<file path="config.mk">
export PLATFORM = sky130hd
export DESIGN_NAME = isa_host_sequencer_flat
export DESIGN_NICKNAME = d
export VERILOG_FILES = /design/src/rtl/isa_host_sequencer_pkg.sv /design/src/rtl/isa_host_sequencer_if.sv /design/src/rtl/isa_host_sequencer.sv /design/src/flat_wrapper.sv
export SDC_FILE = /design/constraint.sdc
export NUM_CORES = 1
export LEC_CHECK = 0
export CAP_MARGIN = 20
export CORE_ASPECT_RATIO = 1.25
export CORE_UTILIZATION = 47
export DETAILED_ROUTE_END_ITERATION = 8
export PLACE_DENSITY = 0.9
export SLEW_MARGIN = 20
export SYNTH_ARGS = -nofsm -noshare
export SYNTH_HDL_FRONTEND = slang
export SYNTH_SLANG_ARGS = --single-unit
</file>
<file path="constraint.sdc">
create_clock -name clk -period 4.6 [get_ports clk]
set_input_delay 0.92 -clock clk [delete_from_list [all_inputs] [get_ports clk]]
set_output_delay 0.92 -clock clk [all_outputs]
set_load 0.01 [all_outputs]
</file>
<file path="src/rtl/isa_host_sequencer_pkg.sv">
// Shared definitions for the ISA host sequencer and the compute-core wrapper.
// It holds the sequencer states, the control/status word bit positions and the slot write word helper.
package isa_host_sequencer_pkg;

  typedef enum logic [3:0] {
    IDLE,
    RST,
    LOAD_SETUP,
    LOAD_WE,
    LOAD_HOLD,
    START,
    WAIT_GAP,
    WAIT_DONE,
    DONE,
    ERROR
  } seq_state_t;

  localparam int unsigned SLOT_W            = 5;
  localparam int unsigned CTRL_WE           = 20;
  localparam int unsigned CTRL_ISA_SEL      = 21;
  localparam int unsigned CTRL_GRANT        = 22;
  localparam int unsigned CTRL_BRAM_SEL_LSB = 29;
  localparam int unsigned CTRL_RST          = 0;
  localparam int unsigned CTRL_START        = 1;
  localparam int unsigned STATUS_DONE       = 0;
  localparam int unsigned STATUS_CC_LSB     = 2;

  // ISA-select is always set for slot writes; grant_ext and bram_sel stay 0.
  function automatic logic [31:0] slot_word(input logic [SLOT_W-1:0] slot, input logic we);
    logic [31:0] w;
    w               = '0;
    w[SLOT_W-1:0]   = slot;
    w[CTRL_ISA_SEL] = 1'b1;
    w[CTRL_WE]      = we;
    return w;
  endfunction

endpackage

</file>
<file path="src/rtl/isa_host_sequencer_if.sv">
// Bus between the host sequencer and its instruction source and co-processor wrapper.
// The master modport is the sequencer's view; slave is the surrounding fabric.
interface isa_host_sequencer_if;
  logic        run;
  logic [5:0]  prog_len;
  logic [63:0] ins_data;
  logic        ins_valid;
  logic        ins_ready;
  logic [31:0] control_low_word;
  logic [31:0] control_high_word;
  logic [31:0] dina_ext_low_word;
  logic [31:0] dina_ext_high_word;
  logic [31:0] status;
  logic        busy;
  logic        done;
  logic        error;
  logic [29:0] cycle_count;

  modport master (
    input  run, prog_len, ins_data, ins_valid, status,
    output ins_ready, control_low_word, control_high_word,
           dina_ext_low_word, dina_ext_high_word, busy, done, error, cycle_count
  );

  modport slave (
    output run, prog_len, ins_data, ins_valid, status,
    input  ins_ready, control_low_word, control_high_word,
           dina_ext_low_word, dina_ext_high_word, busy, done, error, cycle_count
  );
endinterface

</file>
<file path="src/rtl/isa_host_sequencer.sv">
// Host-side initiator: resets the core/ISA, loads the instruction slots, starts
// the program and waits (with a watchdog) for done_all, reporting the cycle count.
module isa_host_sequencer
  import isa_host_sequencer_pkg::*;
#(
  parameter int unsigned NUM_SLOTS  = 32,
  parameter int unsigned RST_CYCLES = 4,
  parameter int unsigned TIMEOUT_W  = 24
) (
  input logic                  clk,
  input logic                  rst_n,
  isa_host_sequencer_if.master bus
);

  localparam int unsigned RST_CNT_W = (RST_CYCLES > 1) ? $clog2(RST_CYCLES) : 1;
  localparam logic [RST_CNT_W-1:0] RST_LAST = RST_CNT_W'(RST_CYCLES - 1);
  // Watchdog is incremented to all-ones; this is the value one below that.
  localparam logic [TIMEOUT_W-1:0] WD_LAST = ~TIMEOUT_W'(1);

  seq_state_t           state;
  logic [5:0]           len_q;
  logic [5:0]           slot_q;
  logic [RST_CNT_W-1:0] rst_cnt;
  logic                 gap_q;
  logic [TIMEOUT_W-1:0] wd_q;

  logic        ins_ready_q;
  logic [31:0] ctrl_lo_q;
  logic [31:0] ctrl_hi_q;
  logic [31:0] dina_lo_q;
  logic [31:0] dina_hi_q;
  logic        busy_q;
  logic        done_q;
  logic        error_q;
  logic [29:0] cc_q;

  logic len_bad;
  logic unused_status;

  assign len_bad       = (bus.prog_len == '0) || (32'(bus.prog_len) > NUM_SLOTS);
  assign unused_status = bus.status[1];

  always_ff @(posedge clk or negedge rst_n) begin
    if (!rst_n) begin
      state       <= IDLE;
      len_q       <= '0;
      slot_q      <= '0;
      rst_cnt     <= '0;
      gap_q       <= 1'b0;
      wd_q        <= '0;
      ins_ready_q <= 1'b0;
      ctrl_lo_q   <= '0;
      ctrl_hi_q   <= '0;
      dina_lo_q   <= '0;
      dina_hi_q   <= '0;
      busy_q      <= 1'b0;
      done_q      <= 1'b0;
      error_q     <= 1'b0;
      cc_q        <= '0;
    end else begin
      case (state)
        IDLE, DONE, ERROR: begin
          if (bus.run) begin
            done_q <= 1'b0;
            if (len_bad) begin
              error_q <= 1'b1;
              state   <= ERROR;
            end else begin
              len_q               <= bus.prog_len;
              slot_q              <= '0;
              error_q             <= 1'b0;
              cc_q                <= '0;
              busy_q              <= 1'b1;
              rst_cnt             <= '0;
              ctrl_hi_q           <= '0;
              ctrl_hi_q[CTRL_RST] <= 1'b1;
              state               <= RST;
            end
          end
        end

        RST: begin
          if (rst_cnt == RST_LAST) begin
            ctrl_hi_q   <= '0;
            ins_ready_q <= 1'b1;
            state       <= LOAD_SETUP;
          end else begin
            rst_cnt <= rst_cnt + 1'b1;
          end
        end

        // Address/data and the write enable are registered together so the
        // enable is visible for exactly the LOAD_WE cycle.
        LOAD_SETUP: begin
          if (bus.ins_valid && ins_ready_q) begin
            dina_lo_q   <= bus.ins_data[31:0];
            dina_hi_q   <= bus.ins_data[63:32];
            ctrl_lo_q   <= slot_word(slot_q[SLOT_W-1:0], 1'b1);
            ins_ready_q <= 1'b0;
            state       <= LOAD_WE;
          end
        end

        LOAD_WE: begin
          ctrl_lo_q <= slot_word(slot_q[SLOT_W-1:0], 1'b0);
          slot_q    <= slot_q + 1'b1;
          state     <= LOAD_HOLD;
        end

        LOAD_HOLD: begin
          ctrl_lo_q <= '0;
          if (slot_q == len_q) begin
            ctrl_hi_q             <= '0;
            ctrl_hi_q[CTRL_START] <= 1'b1;
            state                 <= START;
          end else begin
            ins_ready_q <= 1'b1;
            state       <= LOAD_SETUP;
          end
        end

        START: begin
          ctrl_hi_q <= '0;
          gap_q     <= 1'b0;
          state     <= WAIT_GAP;
        end

        WAIT_GAP: begin
          if (gap_q) begin
            wd_q  <= '0;
            state <= WAIT_DONE;
          end else begin
            gap_q <= 1'b1;
          end
        end

        // done_all is checked before the watchdog so a simultaneous finish wins.
        WAIT_DONE: begin
          if (bus.status[STATUS_DONE]) begin
            cc_q   <= bus.status[31:STATUS_CC_LSB];
            done_q <= 1'b1;
            busy_q <= 1'b0;
            state  <= DONE;
          end else if (wd_q == WD_LAST) begin
            error_q <= 1'b1;
            busy_q  <= 1'b0;
            state   <= ERROR;
          end else begin
            wd_q <= wd_q + 1'b1;
          end
        end

        default: state <= IDLE;
      endcase
    end
  end

  assign bus.ins_ready          = ins_ready_q;
  assign bus.control_low_word   = ctrl_lo_q;
  assign bus.control_high_word  = ctrl_hi_q;
  assign bus.dina_ext_low_word  = dina_lo_q;
  assign bus.dina_ext_high_word = dina_hi_q;
  assign bus.busy               = busy_q;
  assign bus.done               = done_q;
  assign bus.error              = error_q;
  assign bus.cycle_count        = cc_q;

endmodule

</file>
<file path="src/flat_wrapper.sv">
// flat-port wrapper written by rule: the top's interface ports become plain ports
module isa_host_sequencer_flat import isa_host_sequencer_pkg::*;
#(
  parameter int unsigned NUM_SLOTS  = 32,
  parameter int unsigned RST_CYCLES = 4,
  parameter int unsigned TIMEOUT_W  = 24
)
  (clk, rst_n, bus_run, bus_prog_len, bus_ins_data, bus_ins_valid, bus_status, bus_ins_ready, bus_control_low_word, bus_control_high_word, bus_dina_ext_low_word, bus_dina_ext_high_word, bus_busy, bus_done, bus_error, bus_cycle_count);
  isa_host_sequencer_if bus_i ();
  input logic clk;
  input logic rst_n;
  input wire logic [$bits(bus_i.run)-1:0] bus_run;
  input wire logic [$bits(bus_i.prog_len)-1:0] bus_prog_len;
  input wire logic [$bits(bus_i.ins_data)-1:0] bus_ins_data;
  input wire logic [$bits(bus_i.ins_valid)-1:0] bus_ins_valid;
  input wire logic [$bits(bus_i.status)-1:0] bus_status;
  output wire logic [$bits(bus_i.ins_ready)-1:0] bus_ins_ready;
  output wire logic [$bits(bus_i.control_low_word)-1:0] bus_control_low_word;
  output wire logic [$bits(bus_i.control_high_word)-1:0] bus_control_high_word;
  output wire logic [$bits(bus_i.dina_ext_low_word)-1:0] bus_dina_ext_low_word;
  output wire logic [$bits(bus_i.dina_ext_high_word)-1:0] bus_dina_ext_high_word;
  output wire logic [$bits(bus_i.busy)-1:0] bus_busy;
  output wire logic [$bits(bus_i.done)-1:0] bus_done;
  output wire logic [$bits(bus_i.error)-1:0] bus_error;
  output wire logic [$bits(bus_i.cycle_count)-1:0] bus_cycle_count;
  assign bus_i.run = bus_run;
  assign bus_i.prog_len = bus_prog_len;
  assign bus_i.ins_data = bus_ins_data;
  assign bus_i.ins_valid = bus_ins_valid;
  assign bus_i.status = bus_status;
  assign bus_ins_ready = bus_i.ins_ready;
  assign bus_control_low_word = bus_i.control_low_word;
  assign bus_control_high_word = bus_i.control_high_word;
  assign bus_dina_ext_low_word = bus_i.dina_ext_low_word;
  assign bus_dina_ext_high_word = bus_i.dina_ext_high_word;
  assign bus_busy = bus_i.busy;
  assign bus_done = bus_i.done;
  assign bus_error = bus_i.error;
  assign bus_cycle_count = bus_i.cycle_count;
  isa_host_sequencer #(.NUM_SLOTS(NUM_SLOTS), .RST_CYCLES(RST_CYCLES), .TIMEOUT_W(TIMEOUT_W)) u_core (.clk(clk), .rst_n(rst_n), .bus(bus_i));
endmodule
</file>
==> metrics.log <==
INFO  metric hold_violations = 0
INFO  metric syn-cell-area = 0.006802 mm²
INFO  metric synth_sequential_area_ratio = 55.19%
INFO  metric synthTopCellsByArea = sky130_fd_sc_hd__dfrtp_1 55%, sky130_fd_sc_hd__mux2_2 11%, sky130_fd_sc_hd__buf_4 6.1%
INFO  metric layout_min_cycle_time = 3169 ps
INFO  metric die-height = 136.5 µm
INFO  metric worst_skew_pair.late_latency = 430 ps
INFO  metric detail_route.wl_per_cell = 17.07 µm
INFO  metric maxCapViolations = 0
INFO  metric cts_hold_buf = 0
INFO  metric timing_max_transition_violations_final = 0
INFO  metric horizontal_die_dimension = 109.6 µm
INFO  metric postSynth.asyncResetShare = 100.0%
INFO  metric post_drt_via_cell_ratio = 5.139
INFO  metric synthCells = 594
INFO  metric finalSetupTns = 0 ps
INFO  metric cts.repair_timing.setup_buffer_count = 0
INFO  metric setup_slack = 1431 ps
INFO  metric io_buffers = 211
INFO  metric detailedPlacementHpwl = 11.70 mm
INFO  metric crit_fanout = 30
INFO  metric first_global_vias = 5266
INFO  metric final.setup_skew = 8.771 ps
INFO  metric worstMarginPinSlew = 953.9 ps
INFO  metric post_route_cells_drive_above_1_share = 13.28%
INFO  metric global_route.usage.met2 = 39.20%
INFO  metric drc = 0
INFO  metric largest_net_degree_at_the_start_of_global_routing = 107
INFO  metric worst_ir_drop_vdd = 390.9 µV
INFO  metric power_density = 649.8 mW/mm²
INFO  metric row_count = 48
INFO  metric wire_length_of_the_first_global_routing_pass = 26.51 mm
INFO  metric clk_path_buf_depth = 2
INFO  metric fillerInstances = 1016
INFO  metric run_status = finished, final reports clean
INFO  metric synth_edf_count = 0
INFO  metric pre_cts_ws = 1016 ps
INFO  metric synth_area_leader_cell = sky130_fd_sc_hd__dfrtp_1
INFO  metric max_clock_freq = 315.5 MHz
INFO  metric signal_arrival_time_at_the_worst_endpoint = 3520 ps
INFO  metric grt_setup_unrepaired = false
INFO  metric count_of_h_tree_levels_built_during_cts = 4
INFO  metric startpoint_class_of_the_critical_path = input port
INFO  metric criticalPathCategory = input port to flop
INFO  metric ctsResizeCount = 0
INFO  metric post_layout_nonfiller_instances = 988
INFO  metric core_area = 0.01399 mm²
INFO  metric numClockSinks = 150
INFO  metric global_route_total_overflow = 0
INFO  metric drtAntennaViolNets = 0
INFO  metric grt.total_usage = 23.66%
INFO  metric floorplan.die_area = 0.01496 mm²
INFO  metric global_route.usage.met1 = 27.06%
INFO  metric mean_area_per_synthesized_cell = 11.45 µm²
INFO  metric clock-root-buffer = sky130_fd_sc_hd__clkbuf_16
INFO  metric synth-seq-cells = 150
INFO  metric floorplan.initialDensity = 48.61%
INFO  metric synth.top_cells.by_count = 150 x sky130_fd_sc_hd__dfrtp_1, 64 x sky130_fd_sc_hd__mux2_2, 55 x sky130_fd_sc_hd__buf_4
INFO  metric synth-main-ff-cell = sky130_fd_sc_hd__dfrtp_1
INFO  metric detailedRoute.firstPassIterationCount = 4
INFO  metric drt_iter0_markers = 320
INFO  metric min-delay-path-class = flop to flop
INFO  metric netlist-cell-type-count = 48
INFO  metric cts_tree = yes
INFO  metric yosys.cell_count.top_type = sky130_fd_sc_hd__dfrtp_1
INFO  metric setup_viol_count_final = 0
INFO  metric relative_slew_margins = 36.40%
INFO  metric dp.cells = 956
INFO  metric numCtsBuffers = 17
INFO  metric synth.top_cell.area_share = 55.19%
INFO  metric drt-total-wl = 16.87 mm
INFO  metric crit_path_end_kind = flop
INFO  metric antenna_found_initial = 0
INFO  metric insertedDiodeCount = 0
INFO  metric cp.required = 4950 ps
INFO  metric boundaryPins = 268
INFO  metric clkSlewWorstSetupHoldPaths = 60 ps
INFO  metric p_leak = 4.216 nW
INFO  metric timing.hold.ws = 495.7 ps
INFO  metric final_nets = 910
INFO  metric post_route_clock_period_utilization = 68.90%
INFO  metric yosysWarnings = 0
INFO  metric busiest_layer = met2
INFO  metric weighted_congestion_at_the_end_of_routability_driven_global_placement = 0.7831
INFO  metric gr_util_met3 = 8.095%
INFO  metric num_vias = 5077
INFO  metric area_growth_syn_to_layout = 39.64%
[state kept, by name, summed over array words and instances (netlist names)]
signal,cells
u_core.bus.dina_ext_high_word,32
u_core.bus.dina_ext_low_word,32
u_core.bus.cycle_count,30
u_core.wd_q,24
u_core.bus.control_low_word,7
u_core.len_q,6
u_core.slot_q,6
u_core.state,4
u_core.bus.control_high_word,2
u_core.rst_cnt,2
u_core.bus.busy,1
u_core.bus.done,1
u_core.bus.error,1
u_core.bus.ins_ready,1
u_core.gap_q,1
[layout make-up]
cell class | instances | area [µm²] | share of cell area [%]
inverter | 8 | 30.03 | 0.3162
tap | 175 | 219.0 | 2.305
sequential | 150 | 3754 | 39.52
clock buffer | 18 | 439.2 | 4.624
timing repair buffer | 218 | 2166 | 22.80
clock inverter | 14 | 196.4 | 2.068
multi-input combinational | 405 | 2694 | 28.36
[per-stage QoR]
step / total power, W / utilization (%) / instance area (µm²)
6_report: 0.006172 / 67.87 / 9498
5_1_grt: 0.006505 / 67.87 / 9498
4_1_cts: 0.006221 / 67.87 / 9498
3_5_place_dp: 0.004671 / 63.33 / 8862
3_3_place_gp: 0.004589 / 63.33 / 8862
2_1_floorplan: 0.003432 / - / 7004
[layer usage]
metal / wire length (µm) / vias to the layer above / part of all wire (%)
met2: 8799 / 215 / 52
met1: 6307 / 2450 / 37
met4: 605 / 0 / 3.6
li1: - / 2374 / -
met3: 1154 / 38 / 6.8
met5: 0 / - / 0
[placed cells by master, fill, tap and decap left out, types with 8 or more instances in the layout]
cell type | netlist | routed
sky130_fd_sc_hd__nor3_1 | 11 | 11
sky130_fd_sc_hd__a22o_1 | 30 | 30
sky130_fd_sc_hd__mux2_2 | 64 | 64
sky130_fd_sc_hd__nand3_1 | 24 | 24
sky130_fd_sc_hd__nand4_1 | 13 | 13
sky130_fd_sc_hd__dfrtp_1 | 150 | 150
sky130_fd_sc_hd__xnor2_1 | 16 | 16
sky130_fd_sc_hd__nor2_1 | 43 | 43
sky130_fd_sc_hd__xor2_1 | 15 | 15
sky130_fd_sc_hd__conb_1 | 1 | 55
sky130_fd_sc_hd__clkdlybuf4s50_1 | 0 | 210
sky130_fd_sc_hd__clkbuf_16 | 0 | 17
sky130_fd_sc_hd__o21ai_0 | 13 | 13
sky130_fd_sc_hd__inv_1 | 8 | 8
sky130_fd_sc_hd__nand2_1 | 42 | 42
[logic make-up (layout without fill, tap and decap cells)]
| kind of cell | after synthesis | count (layout) | synth area share, % |
|---|---|---|---|
| simple gates | 175 | 175 | 12.88 |
| flops | 150 | 150 | 55.19 |
| buf+inv | 93 | 258 | 8.186 |
| compound gates | 75 | 75 | 8.205 |
| mux | 65 | 65 | 10.76 |
| xor+xnor | 31 | 31 | 3.992 |
| fa+ha+maj | 4 | 4 | 0.7359 |
| other cells | 1 | 55 | 0.05513 |
[worst max-delay path: stages]
cell	delay (ps)
sky130_fd_sc_hd__clkdlybuf4s50_1	440
sky130_fd_sc_hd__or4_1	540
sky130_fd_sc_hd__or3_1	340
sky130_fd_sc_hd__a211oi_1	610
sky130_fd_sc_hd__a21o_1	150
sky130_fd_sc_hd__buf_4	310
sky130_fd_sc_hd__a22o_1	190
[final timing paths]
path | slack [ps] | cells after the start | from | end
max in group asynchronous | 3070 | 2 | rst_n | u_core.bus.dina_ext_high_word[6]
worst max-delay path | 1430 | 7 | bus_prog_len[3] | u_core.bus.cycle_count[2]
worst max register to register | 1930 | 6 | u_core.wd_q[8] | u_core.bus.control_high_word[0]
worst min-delay path | 500 | 1 | u_core.bus.cycle_count[1] | u_core.bus.cycle_count[1]
min in group asynchronous | 630 | 1 | rst_n | u_core.bus.cycle_count[28]
worst min register to register | 500 | 1 | u_core.bus.cycle_count[1] | u_core.bus.cycle_count[1]
[report_power, final]
part	switching, W	total (W)	internal (W)	leakage (nW)
logic	0.00103	0.00243	0.00140	2.00
registers	0.000407	0.00225	0.00184	1.90
clock network	0.000567	0.00149	0.000928	0.315
total	0.00200	0.00617	0.00417	4.22
Note: power is estimated with default switching activity, not from simulation.
